==> config.mk <==
export PLATFORM = sky130hd
export DESIGN_NAME = simon_game
export DESIGN_NICKNAME = d
export VERILOG_FILES = /design/src/rtl/simon_game.sv
export SDC_FILE = /design/constraint.sdc
export NUM_CORES = 1
export LEC_CHECK = 0
export CELL_PAD_IN_SITES_DETAIL_PLACEMENT = 0
export CELL_PAD_IN_SITES_GLOBAL_PLACEMENT = 1
export CORE_ASPECT_RATIO = 1.1
export CORE_MARGIN = 10
export CORE_UTILIZATION = 39
export DETAILED_ROUTE_END_ITERATION = 16
export PLACE_DENSITY_LB_ADDON = 0.1
export SLEW_MARGIN = 20
export SYNTH_ARGS = -nofsm -noshare
export SYNTH_HDL_FRONTEND = slang
export SYNTH_SLANG_ARGS = --single-unit
export TNS_END_PERCENT = 100
==> constraint.sdc <==
create_clock -name pclk -period 3.8 [get_ports pclk]
set_clock_uncertainty 0.15 [all_clocks]
set_input_delay 0.95 -clock pclk [delete_from_list [all_inputs] [get_ports pclk]]
set_output_delay 0.95 -clock pclk [all_outputs]
set_load 0.02 [all_outputs]
==> src/rtl/simon_game.sv <==
// Simon memory game core: pattern sequence memory plus Input/Playback/Repeat/Done controller.
// Outputs are combinational from registered state and the live pattern input; no handshake, advances every pclk edge.
module simon_game #(
    parameter int PAT_W = 4,
    parameter int DEPTH = 64,
    parameter int IDX_W = 6
) (
    input  logic             pclk,
    input  logic             rst,
    input  logic             level,
    input  logic [PAT_W-1:0] pattern,
    output logic [PAT_W-1:0] pattern_leds,
    output logic [2:0]       mode_leds
);

    typedef enum logic [1:0] {
        S_INPUT,
        S_PLAYBACK,
        S_REPEAT,
        S_DONE
    } mode_t;

    mode_t            mode;
    logic [IDX_W:0]   n;
    logic [IDX_W-1:0] i;
    logic [PAT_W-1:0] mem [DEPTH];

    logic             pattern_onehot;
    logic             pattern_valid;
    logic             at_last;
    logic             seq_full;
    logic             guess_ok;
    logic             mem_wr;
    logic [PAT_W-1:0] mem_rd_dat;

    assign pattern_onehot = (pattern != '0) && ((pattern & (pattern - PAT_W'(1))) == '0);
    assign pattern_valid  = level ? pattern_onehot : 1'b1;
    assign at_last        = ({1'b0, i} == (n - (IDX_W+1)'(1)));
    assign seq_full       = (n == (IDX_W+1)'(DEPTH));
    assign mem_rd_dat     = mem[i];
    assign guess_ok       = (pattern == mem_rd_dat);
    assign mem_wr         = (mode == S_INPUT) && pattern_valid && !rst;

    // Sequence memory carries no reset; entries beyond n are never read.
    always_ff @(posedge pclk) begin
        if (mem_wr) begin
            mem[n[IDX_W-1:0]] <= pattern;
        end
    end

    always_ff @(posedge pclk) begin
        if (rst) begin
            mode <= S_INPUT;
            n    <= '0;
            i    <= '0;
        end else begin
            case (mode)
                S_INPUT: begin
                    if (pattern_valid) begin
                        n    <= n + (IDX_W+1)'(1);
                        i    <= '0;
                        mode <= S_PLAYBACK;
                    end
                end
                S_PLAYBACK: begin
                    if (at_last) begin
                        i    <= '0;
                        mode <= S_REPEAT;
                    end else begin
                        i <= i + IDX_W'(1);
                    end
                end
                S_REPEAT: begin
                    if (!guess_ok) begin
                        i    <= '0;
                        mode <= S_DONE;
                    end else if (at_last) begin
                        i    <= '0;
                        mode <= seq_full ? S_DONE : S_INPUT;
                    end else begin
                        i <= i + IDX_W'(1);
                    end
                end
                default: begin
                    // Game over: replay the stored sequence in a loop until reset.
                    if (at_last) begin
                        i <= '0;
                    end else begin
                        i <= i + IDX_W'(1);
                    end
                end
            endcase
        end
    end

    always_comb begin
        mode_leds    = 3'b111;
        pattern_leds = mem_rd_dat;
        case (mode)
            S_INPUT: begin
                mode_leds    = 3'b001;
                pattern_leds = pattern;
            end
            S_PLAYBACK: begin
                mode_leds = 3'b010;
            end
            S_REPEAT: begin
                mode_leds    = 3'b100;
                pattern_leds = pattern;
            end
            default: begin
                mode_leds = 3'b111;
            end
        endcase
    end

endmodule

## Word-level counts from Yosys, hierarchy flattened

Memory sizes are Yosys's and may differ from the RTL's. A register that Yosys moved wholly into a read port is not among the register bits.
Index checks and enable logic that the tools add are counted.

| storage, ports and cells | value |
|---|---|
| memory bits (read-only) | 0 |
| input port bits | 7 |
| register bits | 15 |
| latch bits | 0 |
| memories | 1 |
| memory bits (writable) | 256 |

Memory list:

| memory | depth | width | read ports | clocked after Yosys merged registers in | wr ports | RTL line | source |
|---|---|---|---|---|---|---|---|
| mem | 64 | 4 | 1 | 1 | 1 | 26 | `logic [PAT_W-1:0] mem [DEPTH];` |

| operators by class | value |
|---|---|
| muxes and demuxes | 17 |
| shift-type cells | 0 |
| bitwise gates (word level) | 1 |
| add/subtract/negate cells | 4 |
| magnitude comparators | 0 |
| multipliers | 0 |
| eq/ne operators | 8 |
| div/mod/pow operators | 0 |
| reductions and logical operators | 11 |

Operators by type and width:

| cell | count |
|---|---|
| 6-bit two-way mux | 5 |
| 6-bit one-hot mux with 2 select lines | 1 |
| 2-bit two-way mux | 5 |
| 3-bit one-hot mux with 3 select lines | 1 |
| 7-bit by 1-bit adder with 7-bit output (second input constant) | 1 |
| 6-bit by 7-bit == test with 1-bit output | 1 |
| 7-bit == test (second input constant) | 1 |
| 7-bit by 1-bit subtractor with 7-bit output (second input constant) | 1 |
| 6-bit by 1-bit adder with 6-bit output (second input constant) | 1 |
| 2-bit one-hot mux with 3 select lines | 1 |
| 4-bit bitwise AND | 1 |
| 4-bit == test | 1 |
| 4-bit logical NOT | 1 |
| 4-bit two-way mux | 1 |
| 2-bit != test (second input constant) | 2 |
| 4-bit AND reduction | 1 |
| 4-bit nonzero test | 1 |
| 4-bit by 1-bit subtractor with 4-bit output (second input constant) | 1 |
| 1-bit logical AND | 3 |
| 1-bit two-way mux | 3 |
| 3-bit != test (second input constant) | 1 |
| 3-bit nonzero test | 1 |
| 2-bit by 1-bit == test with 1-bit output (second input constant) | 1 |
| 2-bit == test (second input constant) | 1 |
| other kinds (4) | 4 |

## Longest topological paths before layout

Gate-level depths: netlist of the first run.

| logic depth | value |
|---|---|
| depth after elaboration | 9 |
| gate-level depth with buffers | 12 |

## Worst setup path after synthesis of the first run

No wires, ideal clock.

| timing | value |
|---|---|
| path kind | input to register |
| start | input port pattern[1] |
| end | memory mem[49][0], enable pin |
| buffers on the path | 0 |
| stages on the path | 6 |
| required time | 3.289 ns |
| data arrival time | 2.934 ns |
| slack | 0.355 ns |
| cell sequence | or4b_2 o211ai_1 nand2_1 or3_1 or2_2 nor3_1 |

| between the ends | value |
|---|---|
| longest elaborated chain between the ends | 9 |

Ends and longest elaborated chain:

| what | RTL line | source |
|---|---|---|
| from (decl) | 11 | `input logic [PAT_W-1:0] pattern,` |
| 4-bit by 1-bit subtractor with 4-bit output | 36 | `assign pattern_onehot = (pattern != '0) && ((pattern & (pattern - PAT_W'(1))) == '0);` |
| 4-bit bitwise AND | 36 |  |
| 4-bit logical NOT | 36 |  |
| 1-bit logical AND * | 36 |  |
| 1-bit two-way mux * | 37 | `assign pattern_valid = level ? pattern_onehot : 1'b1;` |
| 1-bit logical AND * (2 in series) | 42 | `assign mem_wr = (mode == S_INPUT) && pattern_valid && !rst;` |
| 1-bit two-way mux * | 46 | `if (mem_wr) begin` |
| 1-bit two-way mux (not written as such) * | 47 | `mem[n[IDX_W-1:0]] <= pattern;` |
| to (decl) | 26 |  |

Every way passes the cells marked *; elsewhere a longest branch is shown, timed or not.

==> results of run 1 <==
## critical path, delay by kind of cell, from the launching register on
| kind | cells | cell delay, ps |
|---|---|---|
| muxes | 3 | 1220 |
| AOI/OAI and AO/OA | 2 | 140 |
| DFF | 1 | 420 |
| buffers and inverters | 3 | 440 |
| and+or+nand+nor | 1 | 50 |
## timing repair
action | 4_1_cts | 5_1_grt
hold endpoints to repair | 0 | 0
setup buffers | 6 | 13
resized for setup | 34 | 45
cloned | 0 | 3
pin swaps | 2 | 11
hold buffers | 0 | 0
endpoints found under the setup margin | 4 | 4
## where the power goes
group	switching (mW)	leakage [nW]	internal, mW
Combinational	0.850	1.81	0.732
Sequential	0.0575	2.47	3.38
Clock	1.18	0.502	1.85
## flip-flops by register name, summed over array words and instances (netlist names), named ones only
signal  flops
i           6
mem       256
mode        2
n           7
## how the worst min path moves through the flow
stage,startpoint,to,slack [ps],cells after the start
after detailed placement,n[6],n[6],370,2
after global placement,n[6],n[6],360,2
after floorplan,n[6],n[6],320,2
after global routing,n[6],n[6],410,2
after CTS,n[6],n[6],380,2
final,n[6],n[6],370,2
## kinds of logic (layout without fill, tap and decap cells)
logic type                 count (synthesis)  count (layout)  synth area share, %
DFF                                      277             277                 69.2
and+or+nand+nor                          184             184                 7.58
AOI/OAI and AO/OA                         79              79                 4.99
adders and majority gates                  8               8                0.855
xor gates and xnor gates                  18              18                 1.41
muxes                                     97              97                 13.6
buffers and inverters                     51             217                 2.33
## metal layers
layer / up-vias / track usage, % / part of all wire, % / wire length [um]
met3: 47 / 2.83 / 5.7 / 1860
li1: 3095 / - / - / -
met4: 0 / 4.39 / 1.9 / 627
met1: 3576 / 23.4 / 43 / 14100
met2: 215 / 27.8 / 49 / 16000
met5: - / 0 / 0 / 0
## cell usage in the layout (no fill, tap or decap), drive strengths merged, types with 6 or more instances in the layout
cell	n
edfxtp	256
buf	148
nor2	74
mux4	47
mux2i	47
clkbuf	36
nand2	30
dfxtp	21
a22oi	15
xnor2	12
nor3	12
nand3	11
o21ai	11
clkinv	11
nand2b	10
a21oi	10
inv	9
ha	8
or2	7
or3	7
and2	6
bufinv	6
nor2b	6
xor2	6
## stage by stage
stage                     setup WS, ps  setup TNS, ps  total power, mW  hold WS [ps]
after global routing              -228           -782             8.33           411
final                             -129           -419             8.04           370
after floorplan                    355              0             4.29           316
after global placement            -389          -8600             4.94           358
after CTS                         -251           -938             7.99           376
after detailed placement          -352         -10070             4.94           368
## area by class of cell
cell class                 count  area [um^2]  area share [%]
inverter                       8         30.0           0.207
clock buffer                  34          764            5.26
timing repair buffer         155         1410            9.71
sequential                   277         8120            55.9
tap                          374          468            3.22
multi-input combinational    386         3470            23.9
clock inverter                20          259            1.78
==> results.md, run 1 <==
* Status: finished with violations
* Failing checks: negative setup slack
* Mapped Nets at 729
* CTS tree: done
* Worst Path Max Fanout at 5
* DP Area at 13,100 um^2
* Layout cells sized above 1 at 32.7%
* DRT Wirelength at 32.6 mm
* DP Cell Count at 1,180
* Unrepaired setup endpoints after global routing: yes
* Commonest cells in the netlist: 256 x edfxtp_1, 74 x nor2_1, 47 x mux2i_1
* Top area cells in the synthesized netlist: edfxtp_1 66%, mux4_2 7.7%, mux2i_1 4.0%
* Pleak at 4.79 nW
* Num CTS Buffers at 29
* Largest stage delay on the critical path at 510 ps
* Fin crit share at 103%
* Slew @ Worst Pin at 649 ps
* Crit-path cells: buf_12 > mux4_2 > mux4_2 > mux2i_2 > buf_4 > nand2_2 > o21ai_2 > o21ai_2 > buf_6
* Post-synth EDFFs at 256
* Share of the synthesized area in the top cell type at 65.6%
* Synth Cell Area at 11,700 um^2
* Worst vdd ir at 0.000301 V
* Hold Violations, Final at 0
* Relative slew slack at 56.7%
* Avg Inst Size Synth at 16.4 um^2
* First-pass iteration count of the detailed router at 5
* Vias at 6,933
* Fin worst setup slack at -129 ps
* Yosys warning count at 0
* CTS H-tree depth at 1
* Worst r2r path cells at 12
* Filler cells at 2,500
* Worst EP required at 2700 ps
* Nets at 872
* Num rows at 66
* Top FF cell, synth: edfxtp_1
* Chip Width at 185 um
* Flops & latches, synth at 277
* Maximum clock rate at 255 MHz
* Core Box Area at 29,600 um^2
* GRT Util Overall at 17.2%
* Post-Layout Cell Count at 1,254
* Crit. End Element: primary output
* Asr flop ratio synth at 0%
* Startpoint type of the worst setup path: flip-flop
* Crit-path slowest cell: mux4_2
* Die footprint at 37,400 um^2
* Port Buffers at 13
* Fin util at 49.1%
* DP HPWL at 22.7 mm
* Max Root-Sink Buffers at 3
* Final Cell Area at 14,500 um^2
* Crit path kind: flip-flop to primary output
* First-pass GRT wire length at 47.3 mm
* CTS root buffer: clkbuf_16
* Antenna violations before repair at 0
* Via-per-instance ratio at 5.53
* Post-Synthesis Cells at 714
* Most frequent cell after synthesis: edfxtp_1
* HP Class: flip-flop to flip-flop
* Max Cap Viol at 0
* Pwr dens at 554 nW/um^2
* Top-level port count at 14
* Total congestion overflow at 0
* Initial cell density of the core at 39.6%
* DR WL/cell at 26.0 um
* Final setup fails at 4
* Worst-path clk slew at 70 ps
* Synth cell types at 62
* Die Height at 202 um
* Crit path DAT at 2830 ps
* Sinks on Clock Net at 277
* Post-route ant nets at 0
* Max Slew Vio Count at 0
* Reg2reg setup slack at 200 ps
* # diodes at 0
* Setup crit end: pattern_leds[0]
* Vias in the first global route at 7,008
* Worst-Skew Late Latency at 550 ps
* Pin count of the biggest net entering global routing at 71
* # DRC at 0
* Yosys top cell by area: edfxtp_1
* Drt first-iter violations at 640
* Gpl congestion at 0.856
* Sequential share of the synthesized area at 69.2%
* Final Critical Period at 3930 ps
* Syn-to-layout area delta at 24.0%
(Power assumes the default switching activity.)
==> inputs of run 2 (changes only) <==
--- a/config.mk
+++ b/config.mk
@@ -5,6 +5,7 @@
 export SDC_FILE = /design/constraint.sdc
 export NUM_CORES = 1
 export LEC_CHECK = 0
+export CAP_MARGIN = 20
 export CELL_PAD_IN_SITES_DETAIL_PLACEMENT = 0
 export CELL_PAD_IN_SITES_GLOBAL_PLACEMENT = 1
 export CORE_ASPECT_RATIO = 1.1
==> results of run 2 <==
Final layout, timing and power as in run 1 (identical DEF).
==> inputs of run 3 (changes only) <==
--- a/config.mk
+++ b/config.mk
@@ -12,7 +12,7 @@
 export CORE_MARGIN = 10
 export CORE_UTILIZATION = 39
 export DETAILED_ROUTE_END_ITERATION = 16
-export PLACE_DENSITY_LB_ADDON = 0.1
+export PLACE_DENSITY = 0.69
 export SLEW_MARGIN = 20
 export SYNTH_ARGS = -nofsm -noshare
 export SYNTH_HDL_FRONTEND = slang
==> results.md, run 3 (same netlist as run 1, synthesis figures left out) <==
* Filler cells at 2,542 (+1.7%)
* Leading cell types in the layout, fill and taps excluded: 256 x edfxtp_1, 103 x buf_4, 74 x nor2_1, 43 x mux4_2, 43 x mux2i_1
* Post-route setup TNS at 0 ps (+419 ps)
* Final Critical Period at 3790 ps (-136 ps)
* Nets at 846 (-3.0%)
* Die Height at 202 um (unchanged)
* Hold Violations, Final at 0 (unchanged)
* HP Class: flip-flop to flip-flop
* DP HPWL at 21.7 mm (-4.6%)
* Internal power at 5.57 mW (-6.4%)
* Chip Width at 185 um (unchanged)
* GRT Util Overall at 16.1% (-1.1 points)
* Sequential Area at 8120 um^2 (about the same)
* Relative slew slack at 52.6% (-4.1 points)
* Fin worst setup slack at 7.02 ps (+136 ps)
* Worst-Skew Late Latency at 530 ps (-20 ps)
* Fin crit share at 99.8% (-3.6 points)
* Area of the multi-input gates at 3410 um^2 (-1.8%)
* Pin count of the biggest net entering global routing at 66 (-7.0%)
* Switch Pwr at 1.99 mW (-4.9%)
* Hold path startpoint: n[6]
* Crit path DAT at 2690 ps (-140 ps)
* Max Cap Viol at 0 (unchanged)
* Reg2reg end: mode[1]
* DR WL/cell at 24.6 um (-5.5%)
* Final setup fails at 0 (-4)
* Hold EP: n[6]
* Placement Setup Slack at -320 ps (+31.9 ps)
* Initial cell density of the core at 39.6% (unchanged)
* # diodes at 0 (unchanged)
* Number of flip-flops in the largest register at 256 (unchanged)
* Drt first-iter violations at 691 (+8.0%)
* Post-route ant nets at 0 (unchanged)
* Num rows at 66 (unchanged)
* Gpl congestion at 0.904 (+5.6%)
* CTS tree: done
* Vias in the first global route at 7,013 (+0.071%)
* Vias at 6,826 (-1.5%)
* Max Root-Sink Buffers at 3 (unchanged)
* Core Box Area at 29,600 um^2 (unchanged)
* Worst-path clk slew at 60 ps (about the same)
* Switch share at 26.3% (+0.32 points)
* Num CTS Buffers at 28 (-3.4%)
* Reg2reg setup slack at 330 ps (+130 ps)
* Worst EP required at 2700 ps (about the same)
* Comb power frac at 19.5% (-0.2 points)
* Syn-to-layout area delta at 19.8%
* Commonest non-fill, non-tap cell in the layout: edfxtp_1
* First-pass iteration count of the detailed router at 5 (unchanged)
* CTS root buffer: clkbuf_16
* Total congestion overflow at 0 (unchanged)
* Antenna violations before repair at 1 (+1)
* Port Buffers at 13 (unchanged)
* # DRC at 0 (unchanged)
* Via-per-instance ratio at 5.57 (+0.71%)
* Clk network pwr share at 35.1% (-2.5 points)
* First-pass GRT wire length at 44.9 mm (-5.1%)
* Startpoint type of the worst setup path: flip-flop
* Hold Slack at 382 ps (+11.8 ps)
* Worst r2r path cells at 10 (-2)
* Die footprint at 37,400 um^2 (unchanged)
* Sinks on Clock Net at 277 (unchanged)
* Layout cells sized above 1 at 29.0% (-3.7 points)
* DRT Wirelength at 30.1 mm (-7.6%)
* Worst vdd ir at 0.000290 V (-3.7%)
* Pwr dens at 539 nW/um^2 (-2.7%)
* Crit path kind: flip-flop to primary output
* Max Slew Vio Count at 0 (unchanged)
* Crit. End Element: primary output
* Status: completed
* Hold Buf Count CTS at 0 (unchanged)
* Top-level port count at 14 (unchanged)
* Hold path cells at 2 (unchanged)
* Sequential Power Share at 45.4% (+2.7 points)
* Unrepaired setup endpoints after global routing: yes
* Worst Path Max Fanout at 6 (+1)
* Slew @ Worst Pin at 711 ps (+62.7 ps)
* Maximum clock rate at 264 MHz (+3.6%)
* CTS H-tree depth at 1 (unchanged)
* Pleak at 4.53 nW (-5.4%)
-- run 3: cell count changes in the layout (fill, tap and decap cells not counted), sizes merged --
cell / previous run / this run
bufinv: 6 / 2
inv: 9 / 8
buf: 148 / 125
clkbuf: 36 / 34
clkinv: 11 / 13
-- run 3: repair_timing --
item                       in CTS  in global routing
pin swaps                       5                  6
setup endpoints to repair       4                  4
gates resized for setup        52                 15
setup buffers                   5                  3
-- run 3: critical path: stages, from the launching register on --
cell      delay, ps
dfxtp_2         400
buf_4           180
nor2b_2         440
a22oi_1         160
a21boi_1        360
o41ai_4         120
buf_4           190
nand2_1          70
o21ai_1          70
buf_4           170
-- run 3: worst max-delay path by stage --
| stage | depth (start not counted) | startpoint | endpoint | slack [ps] |
|---|---|---|---|---|
| 2_1_floorplan | 6 | pattern[1] | mem[49][0] | 350 |
| 3_3_place_gp | 9 | flip-flop | pattern_leds[3] | -410 |
| 3_5_place_dp | 9 | flip-flop | pattern_leds[3] | -320 |
| 4_1_cts | 9 | flip-flop | pattern_leds[3] | -40 |
| 5_1_grt | 9 | flip-flop | pattern_leds[3] | -70 |
| 6_report | 9 | flip-flop | pattern_leds[3] | 7 |
-- run 3: metal layers --
layer | GRT usage (%) | wire length (um)
met1 | 20.6 | 12100
met3 | 2.34 | 1930
met4 | 5.75 | 1020
met2 | 27.0 | 15100
met5 | 0 | 0
-- run 3: per-stage QoR --
| stage | total power [mW] | util (%) | cells | cell area [um^2] |
|---|---|---|---|---|
| finish | 7.56 | 47.4 | 1226 | 14000 |
| global route | 7.83 | 47.4 | 1226 | 14000 |
| CTS | 7.53 | 47.2 | 1223 | 13900 |
| detailed placement | 4.86 | 43.8 | 1168 | 13000 |
| global placement | 4.84 | 43.8 | 1168 | 13000 |
| floorplan | 4.29 | - | 714 | 11700 |
-- run 3: final cells by class --
class | instances | area share, %
clock inverter | 17 | 1.08
multi-input combinational | 386 | 24.3
tap | 374 | 3.34
clock buffer | 34 | 5.31
inverter | 8 | 0.214
timing repair buffer | 130 | 7.86
sequential | 277 | 57.9
-- run 3: power groups by stage --
stage | registers (mW) | clock network (mW) | logic (mW)
after floorplan | 3.46 | 0 | 0.827
after global placement | 3.49 | 0 | 1.35
after detailed placement | 3.49 | 0 | 1.37
after CTS | 3.43 | 2.69 | 1.41
after global routing | 3.44 | 2.83 | 1.56
final | 3.43 | 2.65 | 1.48
